`config.mk`:
```
export PLATFORM = sky130hd
export DESIGN_NAME = subt_div_ctrl
export DESIGN_NICKNAME = d
export VERILOG_FILES = /design/src/rtl/subt_div_ctrl.sv
export SDC_FILE = /design/constraint.sdc
export NUM_CORES = 1
export LEC_CHECK = 0
export BUFFER_PORTS_ARGS = -buffer_cell sky130_fd_sc_hd__buf_4
export CORE_ASPECT_RATIO = 0.6
export CORE_UTILIZATION = 44
export DETAILED_ROUTE_END_ITERATION = 6
export PLACE_DENSITY_LB_ADDON = 0.25
export SYNTH_ARGS = -nofsm -noshare
export SYNTH_HDL_FRONTEND = slang
export SYNTH_SLANG_ARGS = --single-unit
```
`constraint.sdc`:
```
create_clock -name clk -period 1.6 [get_ports clk]
set_input_delay 0.24 -clock clk [delete_from_list [all_inputs] [get_ports clk]]
set_output_delay 0.24 -clock clk [all_outputs]
set_load 0.02 [all_outputs]
```
`src/rtl/subt_div_ctrl.sv`:
```
`default_nettype none
// ============================================================================
// Module   : subt_div_ctrl
// Brief    : Unsigned divider sequencer using one external subtractor
//            (repeated subtraction). Optional abort via SUBT_DIV_ABORT_EN.
// Revision : 1.0 - initial release
// ============================================================================
module subt_div_ctrl #(
    parameter int W = 4
) (
    input  logic         clk,
    input  logic         rst_n,
    input  logic         start,
    input  logic [W-1:0] dividend,
    input  logic [W-1:0] divisor,
`ifdef SUBT_DIV_ABORT_EN
    input  logic         abort,
`endif
    output logic         ready,
    output logic         done,
    output logic [W-1:0] quotient,
    output logic [W-1:0] remainder,
    output logic         div_by_zero,
    output logic [W-1:0] sub_a,
    output logic [W-1:0] sub_b,
    input  logic [W-1:0] sub_d,
    input  logic         sub_bout
);

    typedef enum logic [1:0] {
        S_IDLE = 2'd0,
        S_SUB  = 2'd1,
        S_DONE = 2'd2
    } state_t;

    state_t         state_q, state_d;
    logic [W-1:0]   rem_q, rem_d;
    logic [W-1:0]   div_q, div_d;
    logic [W-1:0]   q_q, q_d;
    logic [W-1:0]   quotient_q, quotient_d;
    logic [W-1:0]   remainder_q, remainder_d;
    logic           dbz_q, dbz_d;
    logic           abort_req;

`ifdef SUBT_DIV_ABORT_EN
    assign abort_req = abort;
`else
    assign abort_req = 1'b0;
`endif

    always_comb begin
        state_d     = state_q;
        rem_d       = rem_q;
        div_d       = div_q;
        q_d         = q_q;
        quotient_d  = quotient_q;
        remainder_d = remainder_q;
        dbz_d       = dbz_q;
        case (state_q)
            S_IDLE: begin
                if (start) begin
                    if (divisor != '0) begin
                        rem_d   = dividend;
                        div_d   = divisor;
                        q_d     = '0;
                        dbz_d   = 1'b0;
                        state_d = S_SUB;
                    end else begin
                        quotient_d  = '1;
                        remainder_d = dividend;
                        dbz_d       = 1'b1;
                        state_d     = S_DONE;
                    end
                end
            end
            S_SUB: begin
                // Abort wins over completion and leaves published results untouched
                if (abort_req) begin
                    state_d = S_IDLE;
                end else if (!sub_bout) begin
                    rem_d = sub_d;
                    q_d   = q_q + {{(W-1){1'b0}}, 1'b1};
                end else begin
                    quotient_d  = q_q;
                    remainder_d = rem_q;
                    state_d     = S_DONE;
                end
            end
            S_DONE: begin
                state_d = S_IDLE;
            end
            default: begin
                state_d = S_IDLE;
            end
        endcase
    end

    always_ff @(posedge clk or negedge rst_n) begin
        if (!rst_n) begin
            state_q     <= S_IDLE;
            rem_q       <= '0;
            div_q       <= '0;
            q_q         <= '0;
            quotient_q  <= '0;
            remainder_q <= '0;
            dbz_q       <= 1'b0;
        end else begin
            state_q     <= state_d;
            rem_q       <= rem_d;
            div_q       <= div_d;
            q_q         <= q_d;
            quotient_q  <= quotient_d;
            remainder_q <= remainder_d;
            dbz_q       <= dbz_d;
        end
    end

    assign ready       = (state_q == S_IDLE);
    assign done        = (state_q == S_DONE);
    assign quotient    = quotient_q;
    assign remainder   = remainder_q;
    assign div_by_zero = dbz_q;
    assign sub_a       = rem_q;
    assign sub_b       = div_q;

endmodule
`default_nettype wire

```
-- Word-level counts from Yosys, hierarchy flattened
Index checks and enable logic that the tools add are counted.
- add/sub/neg operators: 1
- multipliers: 0
- divide/modulo/power cells: 0
- magnitude comparators: 0
- eq/ne operators: 7
- shifts and indexed selects: 0
- mux-type cells: 21
- bitwise logic cells: 0
- reductions and logical operators: 8
- operators by type and width (kind ; count):
    two-way mux 4 bit ; 12
    one-hot mux 4 bit (2 select lines) ; 4
    != test 2 bit (second input constant) ; 4
    AND reduction 4 bit ; 2
    two-way mux 2 bit ; 3
    adder 4 x 1 -> 4 bit (second input constant) ; 1
    one-hot mux 2 bit (2 select lines) ; 1
    AND reduction 2 bit ; 2
    nonzero test 4 bit ; 1
    AND reduction 3 bit ; 1
    == test 2 x 1 -> 1 bit (second input constant) ; 1
    == test 2 bit (second input constant) ; 1
    zero test 2 bit ; 1
    != test 2 x 1 -> 1 bit (second input constant) ; 1
    nonzero test 2 bit ; 1
    two-way mux 1 bit ; 1
- bits in registers: 23
- bits in latches: 0
- memory bits (writable): 0
- ROM bits: 0
- input port bits: 16
- memories: 0

-- Longest topological paths before layout
Gate-level depths: netlist of run 1.
- depth after elaboration: 4
- depth in mapped cells: 5
- mapped depth without buffers: 4

-- Worst setup path before layout of run 1
Ideal clock, no wire load.
- path kind: in2reg
- from: in divisor[1]
- to: reg remainder_q[0] (netlist: remainder[0])
- setup time: 0.125 ns
- data arrival time: 1.613 ns
- required time: 1.475 ns
- path slack: -0.137 ns
- stages: 3
- path buffers: 0
- path through: or4_4 > a211oi_4 > mux2_2
- longest elaborated chain between the ends: 3
- ends and longest elaborated chain (item ; RTL line ; text):
    start: declaration ; 15 ; input logic [W-1:0] divisor,
    nonzero test 4 bit ; 62 ; if (divisor != '0) begin
    != test 2 bit (no line) ; -- ;
    AND reduction 4 bit (no line) ; -- ;
    end signal: assignment ; 113 ; remainder_q <= remainder_d;
    end: declaration ; 41 ; logic [W-1:0] remainder_q, remainder_d;
Every way passes these cells.
A chain may end at the register's enable or synchronous reset.

-- Worst setup path in the final report of run 1
- from: reg state_q[0]
- to: reg rem_q[1] (netlist: sub_a[1])
- longest elaborated chain between the ends: 3
- ends and longest elaborated chain (item ; RTL line ; text):
    start: declaration ; 36 ; state_t state_q, state_d;
    start signal: assignment ; 108 ; state_q <= state_d;
    == test 2 x 1 -> 1 bit or zero test 2 bit (tied branches) ; 59 ; case (state_q)
    != test 2 bit (no line), or another cell as far along ; -- ;
    AND reduction 4 bit (no line) ; -- ;
    end signal: assignment ; 109 ; rem_q <= rem_d;
    end: declaration ; 37 ; logic [W-1:0] rem_q, rem_d;
Several ways; a longest one is shown, not always the timed one.

==> run metrics, run 1 <==
GRT Total Usage=0.205; Post-synth top flop=dfrtp_1; Max Cap Viol=0; RSZ-0062 raised after global routing=yes; CTS clock-pin slew for the worst setup and hold paths=0.08 ns; hold_sp=divisor[0]; Syn Area/Cell=13.0 um^2; clock sink count=23; most frequent cell after synthesis=dfrtp_1; DIE WIDTH=67.1 um; worst slew pin tran=0.379 ns; worst min-delay path category=in -> reg; #FFs+latches synth=23; height of the die=41.1 um; status=finished clean; worst reg2reg path depth=4; port buffer count=34; H-tree depth=1; Tcrit/Tclk final=0.989; antenna violations before repair=0; FF-to-FF Start=state_q[0]; Core Region=2280 um^2; relative slew slack=0.747; Worst Slack Setup Final=0.0170 ns; Setup CP Type=reg -> reg; clk buf depth=2; wire per inst=15.7 um; fin nets=150; vias per inst=5.14; Clock Latency Late Sink=0.26 ns; Post-Route WL=2540 um; Final Hold Vio Count=0; Post-DP HPWL=1870 um; Setup violations, final=0; ranking of synthesized cells by area=dfrtp_1 (51%), mux2_2 (22%), mux2i_1 (5.4%); antenna-violating nets left=0; leading area contributor after synthesis=dfrtp_1; via count=833; Fmax=0.632 GHz; pwr dens=2130 nW/um^2; DP Worst Slack=-0.227 ns; layout cells sized above 1=0.606; Leak=0.000761 uW; Ys Warns=0; die area=2760 um^2; worst hold slack=0.234 ns; filler instances=174; total global routing overflow=0; Mapped Cells=86; fin crit period=1.58 ns; crit path DAT=1.73 ns; GP Congestion=0.732; WHS Endpoint=sub_b[0]; vias in the first global route=829; Pins Over Slew Limit=0; Startpoint Class=flip-flop; maximum VDD drop=0.977 mV; mapped cell area=1120 um^2; top cell type's share of synthesized area=0.514; ANT cells=0; largest net degree at the start of global routing=24; number of flops mapped to enable cells by yosys=0; clock root cell=clkbuf_8; R2R Setup Slk=0.02 ns; CTS tree=built; clk_skew=0.00577 ns; IO Count=35; # rows=13; ys async rst share=1.00; Critical Path Fanout Max=8; most common library cells after synthesis=dfrtp_1 (23), mux2_2 (22), inv_1 (8); global-route wire length before repair=3890 um; initial drt markers=33; Synth Net Count=103; Critical Path Sink Type=flip-flop; register area share after synthesis=0.514; TritonRoute pass-1 iters=4; r2r endpoint=sub_a[1]; hold path cells=2; CTS buffer count=3; DRC Markers=0; Yosys cell types=23; Area Overhead vs Synth=42.0%; Initial Util=0.492; Critical Path RT=1.75 ns
routing by layer:
metal / global-route usage / share of wire / vias up
li1: - / - / 391
met1: 0.237 / 0.44 / 421
met2: 0.390 / 0.50 / 21
met3: 0.0833 / 0.057 / 0
met4: 0 / 0 / 0
met5: 0 / 0 / -
cells by family (layout without fill, tap and decap cells):
kind of cell / Yosys count / count (layout) / share of synthesized area
compound gates: 4 / 4 / 0.0570
fa+ha+maj: 1 / 1 / 0.0112
buf+inv: 10 / 56 / 0.0402
flops: 23 / 23 / 0.514
mux: 28 / 28 / 0.275
simple gates: 20 / 20 / 0.103
through the flow:
step / util / setup TNS (ns) / cells / total power [uW] / area, um^2
after global routing: 0.698 / -0.340 / 162 / 3580 / 1590
after global placement: 0.641 / -1.35 / 153 / 2740 / 1460
final: 0.698 / 0 / 162 / 3380 / 1590
after CTS: 0.666 / 0 / 158 / 3200 / 1520
after detailed placement: 0.641 / -2.11 / 153 / 2830 / 1460
after floorplan: - / -0.468 / 86 / 2180 / 1140
area by class of cell:
| cell class | count | area, um^2 | share of cell area |
|---|---|---|---|
| sequential | 23 | 578 | 0.363 |
| multi-input combinational | 53 | 547 | 0.344 |
| timing repair buffer | 44 | 350 | 0.220 |
| clock buffer | 4 | 45.0 | 0.0283 |
| tap | 30 | 37.5 | 0.0236 |
| inverter | 8 | 32.5 | 0.0205 |
critical path: stages, from the launching register on:
cell       delay [ns]
dfrtp_2          0.47
inv_4            0.06
a2111oi_4        0.40
clkbuf_16        0.23
mux2_4           0.30
how the worst max path moves through the flow:
| stage | from | to | slack [ns] | cells past startpoint |
|---|---|---|---|---|
| finish | state_q[0] | sub_a[1] | 0.02 | 4 |
| detailed placement | divisor[1] | quotient[0] | -0.23 | 5 |
| global placement | divisor[1] | remainder[2] | -0.17 | 4 |
| global route | state_q[0] | sub_a[1] | -0.06 | 4 |
| CTS | state_q[0] | sub_a[1] | 0.03 | 4 |
| floorplan | divisor[1] | remainder[0] | -0.11 | 3 |
power breakdown:
part	leakage, uW	switching, uW	internal, uW
sequential	0.000273	239	864
clock	0.0000228	179	177
combinational	0.000465	885	1040
layout by cell type, fill, tap and decap left out:
cell type / count
nor2_4: 1
a211oi_4: 1
o221ai_1: 1
nor4_1: 1
nand2b_4: 1
clkbuf_16: 1
or4_4: 1
buf_4: 42
a2111oi_4: 1
nor2b_1: 1
and2_4: 1
inv_4: 1
or3b_2: 1
or4b_4: 1
mux2_2: 15
or4_1: 1
nor2_1: 6
nand3_1: 2
dlygate4sd3_1: 1
or2_2: 1
ha_1: 1
dfrtp_2: 2
mux2_4: 7
dfrtp_1: 21
clkbuf_1: 1
clkbuf_8: 3
o211ai_1: 1
nand2b_1: 1
mux2i_1: 6
inv_1: 7
nand2_1: 1
state kept, by name, summed over array words and instances (netlist names):
| register | flops |
|---|---|
| sub_a | 4 |
| remainder | 4 |
| q_q | 4 |
| sub_b | 4 |
| div_by_zero | 1 |
| quotient | 4 |
| state_q | 2 |
what timing repair did:
item | CTS | global route
hold buffers | 1 | 0
setup buffers | 0 | 4
pin swaps | 1 | 2
setup endpoints to repair | 5 | 5
endpoints found under the hold margin | 23 | 0
resized for setup | 1 | 13
No activity file was read; power rests on OpenSTA's default activity.
==> inputs of run 2 (changes only) <==
--- a/config.mk
+++ b/config.mk
@@ -5,9 +5,11 @@
 export SDC_FILE = /design/constraint.sdc
 export NUM_CORES = 1
 export LEC_CHECK = 0
+export ABC_AREA = 1
 export BUFFER_PORTS_ARGS = -buffer_cell sky130_fd_sc_hd__buf_4
 export CORE_ASPECT_RATIO = 0.6
-export CORE_UTILIZATION = 44
+export CORE_UTILIZATION = 40
+export CTS_CLUSTER_SIZE = 12
 export DETAILED_ROUTE_END_ITERATION = 6
 export PLACE_DENSITY_LB_ADDON = 0.25
 export SYNTH_ARGS = -nofsm -noshare
==> run 2 against run 1 <==
Compared with the run above:
- critical path depth rose by 2
- synthesized cell count rose by 59%
- cell count rose by 27%
- clock skew is 0.0034 ns lower
- combinational power decreased by 16%
- setup slack improved by 0.21 ns
- fmax increased by 15%
- routed wire length increased by 0.90%
- core utilization is 14 points lower
- highest routed layer is now met4
==> run metrics, run 2 <==
Critical Path Sink Type=flip-flop; Post-Route WL=2570 um (+0.90%); worst slew pin tran=0.389 ns (+0.00994 ns); pwr dens=2100 nW/um^2 (-1.5%); clock sink count=23 (unchanged); mapped cell area=1110 um^2 (-0.89%); Synth Net Count=154 (+50%); initial drt markers=87 (+160%); TritonRoute pass-1 iters=4 (unchanged); height of the die=42.8 um (+4.2%); clock root cell=clkbuf_8; global-route wire length before repair=4090 um (+5.1%); largest net degree at the start of global routing=24 (unchanged); GRT Total Usage=0.179 (-0.0264); leading area contributor after synthesis=dfrtp_1; antenna-violating nets left=0 (unchanged); IO Count=35 (unchanged); Leak=0.000806 uW (+5.9%); Mapped Cells=137 (+59%); antenna violations before repair=0 (unchanged); CTS buffer count=3 (unchanged); Fmax=0.728 GHz (+15%); vias per inst=4.86 (-5.5%); setup repair bufs after CTS=0 (unchanged); Critical-path top delay cell=dfrtp_1; via count=1,001 (+20%); Placed Area=1380 um^2 (-5.3%); vias in the first global route=882 (+6.4%); filler instances=233 (+34%); maximum VDD drop=1.06 mV (+8.3%); worst reg2reg path depth=6 (+2); hold path cells=3 (+1); Critical Path, Cell by Cell=inv_1 > nand2_4 > o21ai_4 > nand2_4 > nand2_1 > nand2_1; Post-DP HPWL=1970 um (+5.3%); Final Cell Area=1440 um^2 (-9.6%); Setup CP Type=reg -> reg; Clock Latency Late Sink=0.26 ns (about the same); Startpoint Class=flip-flop; total global routing overflow=0 (unchanged); final setup TNS=0 ns (unchanged); crit path DAT=1.52 ns (-0.21 ns); GP Congestion=0.804 (+9.8%); ranking of synthesized cells by area=dfrtp_1 (52%), nand2_1 (23%), nand3_1 (7.7%); Critical Path RT=1.75 ns (about the same); CTS tree=built; clk buf depth=2 (unchanged); DIE WIDTH=70 um (+4.3%); Area Overhead vs Synth=29.5%; layout cells sized above 1=0.276 (-0.330); Yosys cell types=16 (-30%); Initial Util=0.431 (-0.0608); H-tree depth=1 (unchanged); most frequent cells in the layout=nand2_1 (68), buf_4 (34), dfrtp_1 (23); number of flops mapped to enable cells by yosys=0 (unchanged); ys async rst share=1.00 (unchanged); Final Hold Vio Count=0 (unchanged); Ys Warns=0 (unchanged); R2R Setup Slk=0.23 ns (+0.21 ns); register area share after synthesis=0.519 (+0.00464); area of the multi-input gates=485 um^2 (-11%); fin nets=192 (+28%); DRC Markers=0 (unchanged); Setup violations, final=0 (unchanged); top cell type's share of synthesized area=0.519 (+0.00464); most frequent cell after synthesis=nand2_1; #FFs+latches synth=23 (unchanged); storage element area=576 um^2 (-0.43%); Post-synth top flop=dfrtp_1; port buffer count=34 (unchanged); ANT cells=0 (unchanged); commonest non-fill, non-tap cell in the layout=nand2_1; die area=3000 um^2 (+8.7%); Critical Path Fanout Max=9 (+1); # rows=14 (+1); CTS clock-pin slew for the worst setup and hold paths=0.08 ns (about the same); Syn Area/Cell=8.10 um^2 (-38%); Max Cap Viol=0 (unchanged); Pins Over Slew Limit=0 (unchanged); RSZ-0062 raised after global routing=no; relative slew slack=0.740 (-0.00645); wire per inst=12.5 um (-21%); Tcrit/Tclk final=0.858 (-0.131); Core Region=2570 um^2 (+13%); fin crit period=1.37 ns (-0.209 ns); Critical Path Max Stage Delay=0.42 ns (-0.05 ns); status=finished clean; worst min-delay path category=in -> reg; clk_skew=0.00235 ns (-0.00342 ns); most common library cells after synthesis=nand2_1 (68), dfrtp_1 (23), nand3_1 (17)
## run 2: metrics by stage
stage	instances	total power, uW	worst slack, ns	util	hold WS [ns]
floorplan	137	2090	0.361	-	-0.0556
global placement	201	2610	0.237	0.537	0.144
detailed placement	201	2670	0.209	0.537	0.154
CTS	206	3040	0.218	0.558	0.215
global route	206	3230	0.146	0.558	0.226
finish	206	3010	0.226	0.558	0.222
## run 2: cell type report
cell class / instances / share of cell area
Tap cell: 32 / 0.0279
Sequential cell: 23 / 0.400
Timing Repair Buffer: 35 / 0.185
Clock buffer: 4 / 0.0313
Inverter: 7 / 0.0183
Multi-Input combinational cell: 105 / 0.338
## run 2: report_power, final
part / total (uW) / leakage [uW] / switching, uW / internal [uW]
Clock: 362 / 0.0000228 / 184 / 178
Sequential: 1030 / 0.000289 / 195 / 836
Combinational: 1620 / 0.000494 / 1010 / 605
Total: 3010 / 0.000806 / 1390 / 1620
## run 2: final timing paths
kind | end | startpoint
min in group asynchronous | sub_b[1] | rst_n
hold / removal | sub_b[0] | divisor[0]
setup reg to reg | quotient[2] | state_q[1]
hold reg to reg | quotient[0] | quotient[0]
setup / recovery | quotient[2] | state_q[1]
max in group asynchronous | q_q[1] | rst_n
## run 2: metal layers
| metal | part of all wire | wire (um) | track usage |
|---|---|---|---|
| met1 | 0.48 | 1240 | 0.255 |
| met3 | 0.061 | 157 | 0.0618 |
| met4 | 0.010 | 26 | 0.0480 |
| met2 | 0.44 | 1140 | 0.260 |
| met5 | 0 | 0 | 0 |
## run 2: cells by family after synthesis
group	synth area share
simple gates	0.387
flops	0.519
buf+inv	0.0440
compound gates	0.0395
fa+ha+maj	0.0113
## run 2: worst max-delay path, delay by kind of cell (launching register included)
| family | cells | cell delay, ns |
|---|---|---|
| DFF | 1 | 0.42 |
| and+or+nand+nor | 4 | 0.39 |
| AOI/OAI and AO/OA | 1 | 0.30 |
| buffers and inverters | 1 | 0.15 |
## run 2: timing repair
item	in CTS	in global routing
hold endpoints to repair	23	0
hold buffers	1	0
gates resized for setup	0	0
